### src/rtl/fft_frame_serializer.sv
`default_nettype none
// ============================================================================
//  Module      : fft_frame_serializer
//  Description : Captures a 16-point complex frame in parallel and streams it
//                out one sample per accepted beat with valid/ready flow
//                control. The emission order is natural, or bit-reversed when
//                BITREV=1.
//  Revision    : 1.0  initial release
// ----------------------------------------------------------------------------
//  Ports
//    i_clk              system clock, rising edge
//    i_rst              asynchronous active-high reset
//    i_load             frame-capture request
//    in<k>_re/in<k>_im  parallel frame, point k = 0..15, N-bit two's complement
//    i_ready            downstream can accept a sample this cycle
//    o_valid            o_re/o_im/o_idx/o_last hold a valid sample
//    o_re/o_im          current sample
//    o_idx              frame index of the current sample
//    o_last             final (16th) sample of the frame
//    o_busy             a frame is held and not yet fully sent
//    o_done             one-cycle pulse after the final sample is accepted
// ============================================================================
module fft_frame_serializer #(
   parameter int N      = 16,
   parameter int BITREV = 0
) (
   input  logic         i_clk,
   input  logic         i_rst,
   input  logic         i_load,
   input  logic [N-1:0] in0_re,  in0_im,
   input  logic [N-1:0] in1_re,  in1_im,
   input  logic [N-1:0] in2_re,  in2_im,
   input  logic [N-1:0] in3_re,  in3_im,
   input  logic [N-1:0] in4_re,  in4_im,
   input  logic [N-1:0] in5_re,  in5_im,
   input  logic [N-1:0] in6_re,  in6_im,
   input  logic [N-1:0] in7_re,  in7_im,
   input  logic [N-1:0] in8_re,  in8_im,
   input  logic [N-1:0] in9_re,  in9_im,
   input  logic [N-1:0] in10_re, in10_im,
   input  logic [N-1:0] in11_re, in11_im,
   input  logic [N-1:0] in12_re, in12_im,
   input  logic [N-1:0] in13_re, in13_im,
   input  logic [N-1:0] in14_re, in14_im,
   input  logic [N-1:0] in15_re, in15_im,
   input  logic         i_ready,
   output logic         o_valid,
   output logic [N-1:0] o_re,
   output logic [N-1:0] o_im,
   output logic [3:0]   o_idx,
   output logic         o_last,
   output logic         o_busy,
   output logic         o_done
);

   typedef enum logic {
      IDLE = 1'b0,
      SEND = 1'b1
   } state_t;

   state_t       state, state_nxt;
   logic [3:0]   beat, beat_nxt;
   logic [3:0]   idx;
   logic         capture;
   logic         final_xfer;
   logic         done_q;
   logic         sending;
   logic [N-1:0] in_re   [16];
   logic [N-1:0] in_im   [16];
   logic [N-1:0] bank_re [16];
   logic [N-1:0] bank_im [16];

   // Gather the flat port list into arrays so the bank can be loaded by loop.
   assign in_re[0]  = in0_re;   assign in_im[0]  = in0_im;
   assign in_re[1]  = in1_re;   assign in_im[1]  = in1_im;
   assign in_re[2]  = in2_re;   assign in_im[2]  = in2_im;
   assign in_re[3]  = in3_re;   assign in_im[3]  = in3_im;
   assign in_re[4]  = in4_re;   assign in_im[4]  = in4_im;
   assign in_re[5]  = in5_re;   assign in_im[5]  = in5_im;
   assign in_re[6]  = in6_re;   assign in_im[6]  = in6_im;
   assign in_re[7]  = in7_re;   assign in_im[7]  = in7_im;
   assign in_re[8]  = in8_re;   assign in_im[8]  = in8_im;
   assign in_re[9]  = in9_re;   assign in_im[9]  = in9_im;
   assign in_re[10] = in10_re;  assign in_im[10] = in10_im;
   assign in_re[11] = in11_re;  assign in_im[11] = in11_im;
   assign in_re[12] = in12_re;  assign in_im[12] = in12_im;
   assign in_re[13] = in13_re;  assign in_im[13] = in13_im;
   assign in_re[14] = in14_re;  assign in_im[14] = in14_im;
   assign in_re[15] = in15_re;  assign in_im[15] = in15_im;

   always_ff @(posedge i_clk or posedge i_rst) begin
      if (i_rst) state <= IDLE;
      else       state <= state_nxt;
   end

   // A load is honoured in IDLE, or on the edge that retires beat 15 so that
   // frames can follow each other without an idle cycle.
   always_comb begin
      state_nxt  = state;
      beat_nxt   = beat;
      capture    = 1'b0;
      final_xfer = 1'b0;
      case (state)
         IDLE: begin
            if (i_load) begin
               capture   = 1'b1;
               beat_nxt  = 4'd0;
               state_nxt = SEND;
            end
         end
         SEND: begin
            if (i_ready) begin
               final_xfer = (beat == 4'd15);
               beat_nxt   = beat + 4'd1;
               if (beat == 4'd15) begin
                  if (i_load) begin
                     capture  = 1'b1;
                     beat_nxt = 4'd0;
                  end else begin
                     state_nxt = IDLE;
                  end
               end
            end
         end
         default: state_nxt = IDLE;
      endcase
   end

   always_ff @(posedge i_clk or posedge i_rst) begin
      if (i_rst) begin
         beat   <= 4'd0;
         done_q <= 1'b0;
      end else begin
         beat   <= beat_nxt;
         done_q <= final_xfer;
      end
   end

   always_ff @(posedge i_clk or posedge i_rst) begin
      if (i_rst) begin
         for (int k = 0; k < 16; k++) begin
            bank_re[k] <= '0;
            bank_im[k] <= '0;
         end
      end else if (capture) begin
         for (int k = 0; k < 16; k++) begin
            bank_re[k] <= in_re[k];
            bank_im[k] <= in_im[k];
         end
      end
   end

   generate
      if (BITREV != 0) begin : g_bitrev
         assign idx = {beat[0], beat[1], beat[2], beat[3]};
      end else begin : g_linear
         assign idx = beat;
      end
   endgenerate

   // Outputs decode registered state only; nothing from i_ready, i_load or
   // the frame inputs reaches them combinationally.
   assign sending = (state == SEND);
   assign o_valid = sending;
   assign o_busy  = sending;
   assign o_last  = sending && (beat == 4'd15);
   assign o_idx   = sending ? idx : 4'd0;
   assign o_re    = sending ? bank_re[idx] : '0;
   assign o_im    = sending ? bank_im[idx] : '0;
   assign o_done  = done_q;

endmodule
`default_nettype wire

### config.mk
export PLATFORM = sky130hd
export DESIGN_NAME = fft_frame_serializer
export DESIGN_NICKNAME = d
export VERILOG_FILES = /design/src/rtl/fft_frame_serializer.sv
export SDC_FILE = /design/constraint.sdc
export NUM_CORES = 1
export LEC_CHECK = 0
export CAP_MARGIN = 20
export CORE_ASPECT_RATIO = 0.8
export CORE_MARGIN = 4
export CORE_UTILIZATION = 46
export CTS_BUF_LIST = sky130_fd_sc_hd__clkbuf_8 sky130_fd_sc_hd__clkbuf_16
export CTS_CLUSTER_SIZE = 30
export DETAILED_ROUTE_END_ITERATION = 8
export PLACE_DENSITY_LB_ADDON = 0.3
export SYNTH_ARGS = -nofsm -noshare
export SYNTH_HDL_FRONTEND = slang
export SYNTH_SLANG_ARGS = --single-unit
### constraint.sdc
create_clock -name i_clk -period 18.1 [get_ports i_clk]
set_clock_uncertainty 0.2 [all_clocks]
set_input_delay 4.525 -clock i_clk [delete_from_list [all_inputs] [get_ports i_clk]]
set_output_delay 4.525 -clock i_clk [all_outputs]
set_load 0.1 [all_outputs]
==> impl_metrics.yaml, run 1 <==
status:
  status: "complete, no violations"
critical_path:
  rrSetupSlack_ps: 13150
  worst-path-buf-inv: 2
  crit_arrival_ps: 4630
  crit_type: "register to output pin"
  cp-end-kind: "output pin"
  crit_required_ps: 13380
  cp_top_family: "buffers and inverters"
  start_kind: "register"
  cp_slowest_cell: "clkdlybuf4s50_1"
  crit_start: "beat[0]$_DFFE_PP0P_"
  crit_path_max_incr_delay_ps: 1240
  cp_max_fo: 58
  crit_chain: "buf_4 > mux2i_1 > a22oi_1 > nand2_1 > o21ai_0 > clkdlybuf4s50_1"
  worstReg2RegStart: "beat[2]$_DFFE_PP0P_"
yosys:
  yosysSeqAreaShare: 0.549
  synth_cell_type_count: 29
  async_flop_share: 1.00
  ys_seq_elements: 518
  syn_area_sq_um: 23600
  synth-edff-count: 0
  avgSynthCellArea_sq_um: 14.1
  synth_nets: 2188
  yosysWarnings: 0
  syn_inst: 1671
  synth-main-ff-cell: "dfrtp_1"
clock_tree:
  cts_setup_buffers: 0
  cts_tree: "done"
  post_cts_resized: 0
  clk_path_buf_depth: 3
  cts_buffers: 52
  clk_latency_ps: 580
  path_clk_slew_ps: 60
  htree_levels: 2
  clock-root-buffer: "clkbuf_16"
  hold_buffers: 0
  clock-sinks: 518
finish:
  layout_common_cells: "clkdlybuf4s50_1 (555), dfrtp_1 (516), mux2_2 (513)"
  syn2layout_area_growth_pct: 33.2
  fillerInstances: 3798
  finalNetCount: 2696
  final_common_cell: "clkdlybuf4s50_1"
  layout-drive-gt1-share: 0.286
  post-route-cell-area_sq_um: 31500
timing:
  maxSlewViolCount: 0
  tightest_slew_ps: 1240
  relSlewSlack: 0.174
  hold_violations: 0
  max_freq_mhz: 107
  tns_ps: 0
  period_needed_ps: 9360
  setup_viol: 0
  rsz0062_at_grt: "false"
  post-route-period-util: 0.517
place:
  gp_congestion: 0.884
  hpwl_mm: 51.1
  port_buffers: 555
  dpl_cell_area_sq_um: 29600
worst_hold_path:
  worstHoldStart: "bank_re[23]$_DFFE_PP0P_"
  hp-class: "register to register"
global_routing:
  grt_pass1_vias: 17200
  grt_overflow: 0
  grt_pass1_wl_mm: 105
  grt_use_total: 0.251
  antenna_found_initial: 34
  grt_max_degree: 200
floorplanning:
  die_x_um: 261
  start_util: 0.470
  design.core.area_sq_um: 50200
  num_rows: 73
  die_h_um: 211
  io_pins: 556
  fp.dieArea_sq_um: 55000
detailed_routing:
  wl_mm: 71.3
  dr.pass1.iters: 5
  drtAntennaViolNets: 0
  drc: 0
  drt-initial-drc-count: 1154
  wl_per_cell_um: 24.4
  via_per_inst: 5.50
  vias: 16000
power:
  peakVddDrop_mv: 0.116
  pwr-share-comb: 0.475
  intPower_mw: 3.52
  p_switching_mw: 2.53
  power_density_nw_per_um2: 192
  p_leak_nw: 13.4
  power.total_mw: 6.05
  clkPwrFrac: 0.183
  switching_share: 0.418
  p_seq_frac: 0.341
job:
  cap_violations: 0
## cell usage after synthesis (all sizes together) (2+ instances only)
cell type / n / area share
a21oi: 2 / 0.00058
nor2: 7 / 0.0011
mux2: 513 / 0.24
mux4: 2 / 0.0019
buf: 93 / 0.025
clkbuf: 30 / 0.0048
nand3: 33 / 0.0070
nor2b: 4 / 0.0011
a32o: 2 / 0.00085
o21bai: 2 / 0.00064
and2: 5 / 0.0013
inv: 4 / 0.00064
dfrtp: 518 / 0.55
mux2i: 251 / 0.11
nand4: 2 / 0.00053
nand2: 37 / 0.0059
o21ai: 35 / 0.0074
a22oi: 124 / 0.039
## worst paths after layout
check | endpoint | cells after the start
worst max-delay path | o_im[15] | 6
worst min-delay path | bank_re[23]$_DFFE_PP0P_ | 1
worst max register to register | bank_im[197]$_DFFE_PP0P_ | 8
worst min register to register | bank_re[23]$_DFFE_PP0P_ | 1
max in group asynchronous | bank_re[232]$_DFFE_PP0P_ | 4
min in group asynchronous | bank_im[26]$_DFFE_PP0P_ | 2
## area by class of cell
| class | count | area [sq um] | share of cell area |
|---|---|---|---|
| sequential | 518 | 13000 | 0.412 |
| multi-input combinational | 1026 | 10000 | 0.318 |
| clock buffer | 66 | 1510 | 0.0479 |
| timing repair buffer | 577 | 5800 | 0.184 |
| tap | 675 | 845 | 0.0268 |
| antenna | 23 | 57.6 | 0.00183 |
| inverter | 4 | 18.8 | 0.000597 |
| clock inverter | 28 | 263 | 0.00835 |
## sequential cells by signal (all words and copies together) (netlist names)
register,count
o_done,1
o_busy,1
bank_re,256
beat,4
bank_im,256
## cells by family (layout without fill, tap and decap cells)
family                     after synthesis  after routing  synth area share
and+or+nand+nor                         90             90            0.0174
DFF                                    518            518             0.549
AOI/OAI and AO/OA                      169            169            0.0502
adders and majority gates                1              1          0.000530
buffers and inverters                  127            675            0.0300
muxes                                  766            766             0.353
other                                    0             23                 0
## stage by stage
stage	setup WS (ps)	utilization	hold slack, ps	cells
floorplan	6340	-	275	1671
finish	8740	0.626	305	2917
global placement	8970	0.589	288	2798
CTS	8670	0.624	308	2892
global route	8510	0.626	318	2912
detailed placement	8910	0.589	294	2798
## layer usage
metal,GRT usage,routed length [um]
met5,0,152
met4,0.0813,1750
met3,0.0671,5420
met2,0.392,33300
met1,0.344,30700
## power groups by stage
stage          registers (mW)  logic, mW  clock network (mW)
2_1_floorplan            1.95       2.12                   0
3_3_place_gp             2.05       2.81                   0
3_5_place_dp             2.09       2.86                   0
4_1_cts                  2.07       2.87                1.14
5_1_grt                  2.14       3.03                1.18
6_report                 2.06       2.88                1.11
Power figures use the tool's default switching activity.
==> run 2: changes to the inputs <==
- CORE_UTILIZATION: 46 -> 50
- clock period: 18.1 -> 8.7 ns (I/O delays scaled with it)
==> impl_metrics.yaml, run 2 (same netlist as run 1, synthesis figures left out) <==
critical_path:
  crit_type: "register to output pin"
  start_kind: "register"
  cp-endpoint: "o_re[11]"
  cp_slowest_cell: "clkdlybuf4s50_1"
  rr_worst_depth: 7
  rrSetupSlack_ps: 3920
  cp-end-kind: "output pin"
  crit_required_ps: 6330
  cp_max_fo: 61
  r2r_end: "bank_re[105]$_DFFE_PP0P_"
  crit_path_max_incr_delay_ps: 1190
  path_depth: 6
  crit_arrival_ps: 4670
  crit_chain: "buf_4 > mux2i_1 > a22oi_1 > nand2_1 > o21ai_0 > clkdlybuf4s50_1"
  worstReg2RegStart: "beat[0]$_DFFE_PP0P_"
  crit_start: "beat[0]$_DFFE_PP0P_"
  cp_top_family: "buffers and inverters"
  worst-path-buf-inv: 2
clock_tree:
  cts_tree: "done"
  clk_path_buf_depth: 3
  post_cts_resized: 0
  htree_levels: 2
  cts_buffers: 52
  clock-root-buffer: "clkbuf_16"
  clk_latency_ps: 580
  clock-sinks: 518
  path_clk_slew_ps: 60
  cts_setup_buffers: 0
  hold_buffers: 0
timing:
  period_needed_ps: 7040
  setup_viol: 0
  max_freq_mhz: 142
  rsz0062_at_grt: "false"
  tns_ps: 0
  post-route-period-util: 0.810
  maxSlewViolCount: 0
  relSlewSlack: 0.130
  hold_violations: 0
  tightest_slew_ps: 1310
detailed_routing:
  vias: 16100
  wl_mm: 70.6
  drtAntennaViolNets: 0
  wl_per_cell_um: 24.8
  dr.pass1.iters: 4
  drc: 0
  drt-initial-drc-count: 1140
  via_per_inst: 5.63
finish:
  layout_common_cells: "clkdlybuf4s50_1 (555), dfrtp_1 (516), mux2_2 (513)"
  top_regs: "bank_im x256, bank_re x256, beat x4"
  fillerInstances: 3277
  multi_input_area_sq_um: 9980
  layout-drive-gt1-share: 0.287
  layout.area.seq_sq_um: 13000
  finalNetCount: 2697
  final_common_cell: "clkdlybuf4s50_1"
  syn2layout_area_growth_pct: 32.8
  post-route-cell-area_sq_um: 31400
  postLayoutCoreUtil: 0.679
  instances_no_fill: 2852
global_routing:
  grt_overflow: 0
  grt_max_degree: 189
  grt_pass1_vias: 17100
  grt_use_total: 0.270
  grt_pass1_wl_mm: 105
  antenna_found_initial: 21
place:
  port_buffers: 555
  hpwl_mm: 50.5
  dpl_cell_area_sq_um: 29500
  gp_congestion: 0.876
  dp.cells: 2738
power:
  peakVddDrop_mv: 0.511
  p_leak_nw: 13.4
  power_density_nw_per_um2: 402
floorplanning:
  fp.dieArea_sq_um: 50800
  die_x_um: 251
  start_util: 0.512
  num_rows: 70
  die_h_um: 202
  design.core.area_sq_um: 46200
  io_pins: 556
status:
  status: "complete, no violations"
worst_hold_path:
  hp-class: "register to register"
job:
  cap_violations: 0
[run 2: worst min-delay path by stage]
stage	from	endpoint	slack (ps)	cells after the start
detailed placement	bank_re[247]$_DFFE_PP0P_	bank_re[247]$_DFFE_PP0P_	290	1
CTS	bank_re[247]$_DFFE_PP0P_	bank_re[247]$_DFFE_PP0P_	310	1
global placement	bank_re[89]$_DFFE_PP0P_	bank_re[89]$_DFFE_PP0P_	290	1
global route	bank_re[88]$_DFFE_PP0P_	bank_re[88]$_DFFE_PP0P_	320	1
finish	bank_re[169]$_DFFE_PP0P_	bank_re[169]$_DFFE_PP0P_	300	1
floorplan	bank_im[94]$_DFFE_PP0P_	bank_im[94]$_DFFE_PP0P_	270	1
[run 2: layout make-up]
cell class                      instances  area share
Antenna cell                           18     0.00144
Inverter                                4    0.000599
Clock inverter                         33      0.0104
Tap cell                              612      0.0244
Timing Repair Buffer                  578       0.185
Sequential cell                       518       0.414
Clock buffer                           63      0.0467
Multi-Input combinational cell       1026       0.318
[run 2: stage by stage]
stage                     hold WS, ps  total power, mW  setup slack (ps)
after floorplan                   275             8.47              -711
after detailed placement          295             10.3              2290
final                             303             12.6              1660
after global placement            288             10.1              2440
after CTS                         308             12.6              1650
after global routing              316             13.2              1510
[run 2: routing by layer]
layer / share of wire / GRT usage / vias up
met5: 0.00059 / 0 / -
met4: 0.025 / 0.0753 / 6
met3: 0.067 / 0.0655 / 100
met2: 0.46 / 0.422 / 522
met1: 0.45 / 0.381 / 8247
li1: - / - / 7180
[run 2: report_power, final]
group	leakage, nW	switching [mW]	internal, mW
Combinational	6.17	3.60	2.39
Sequential	6.32	0.693	3.59
Clock	0.920	0.956	1.37
Total	13.4	5.25	7.35
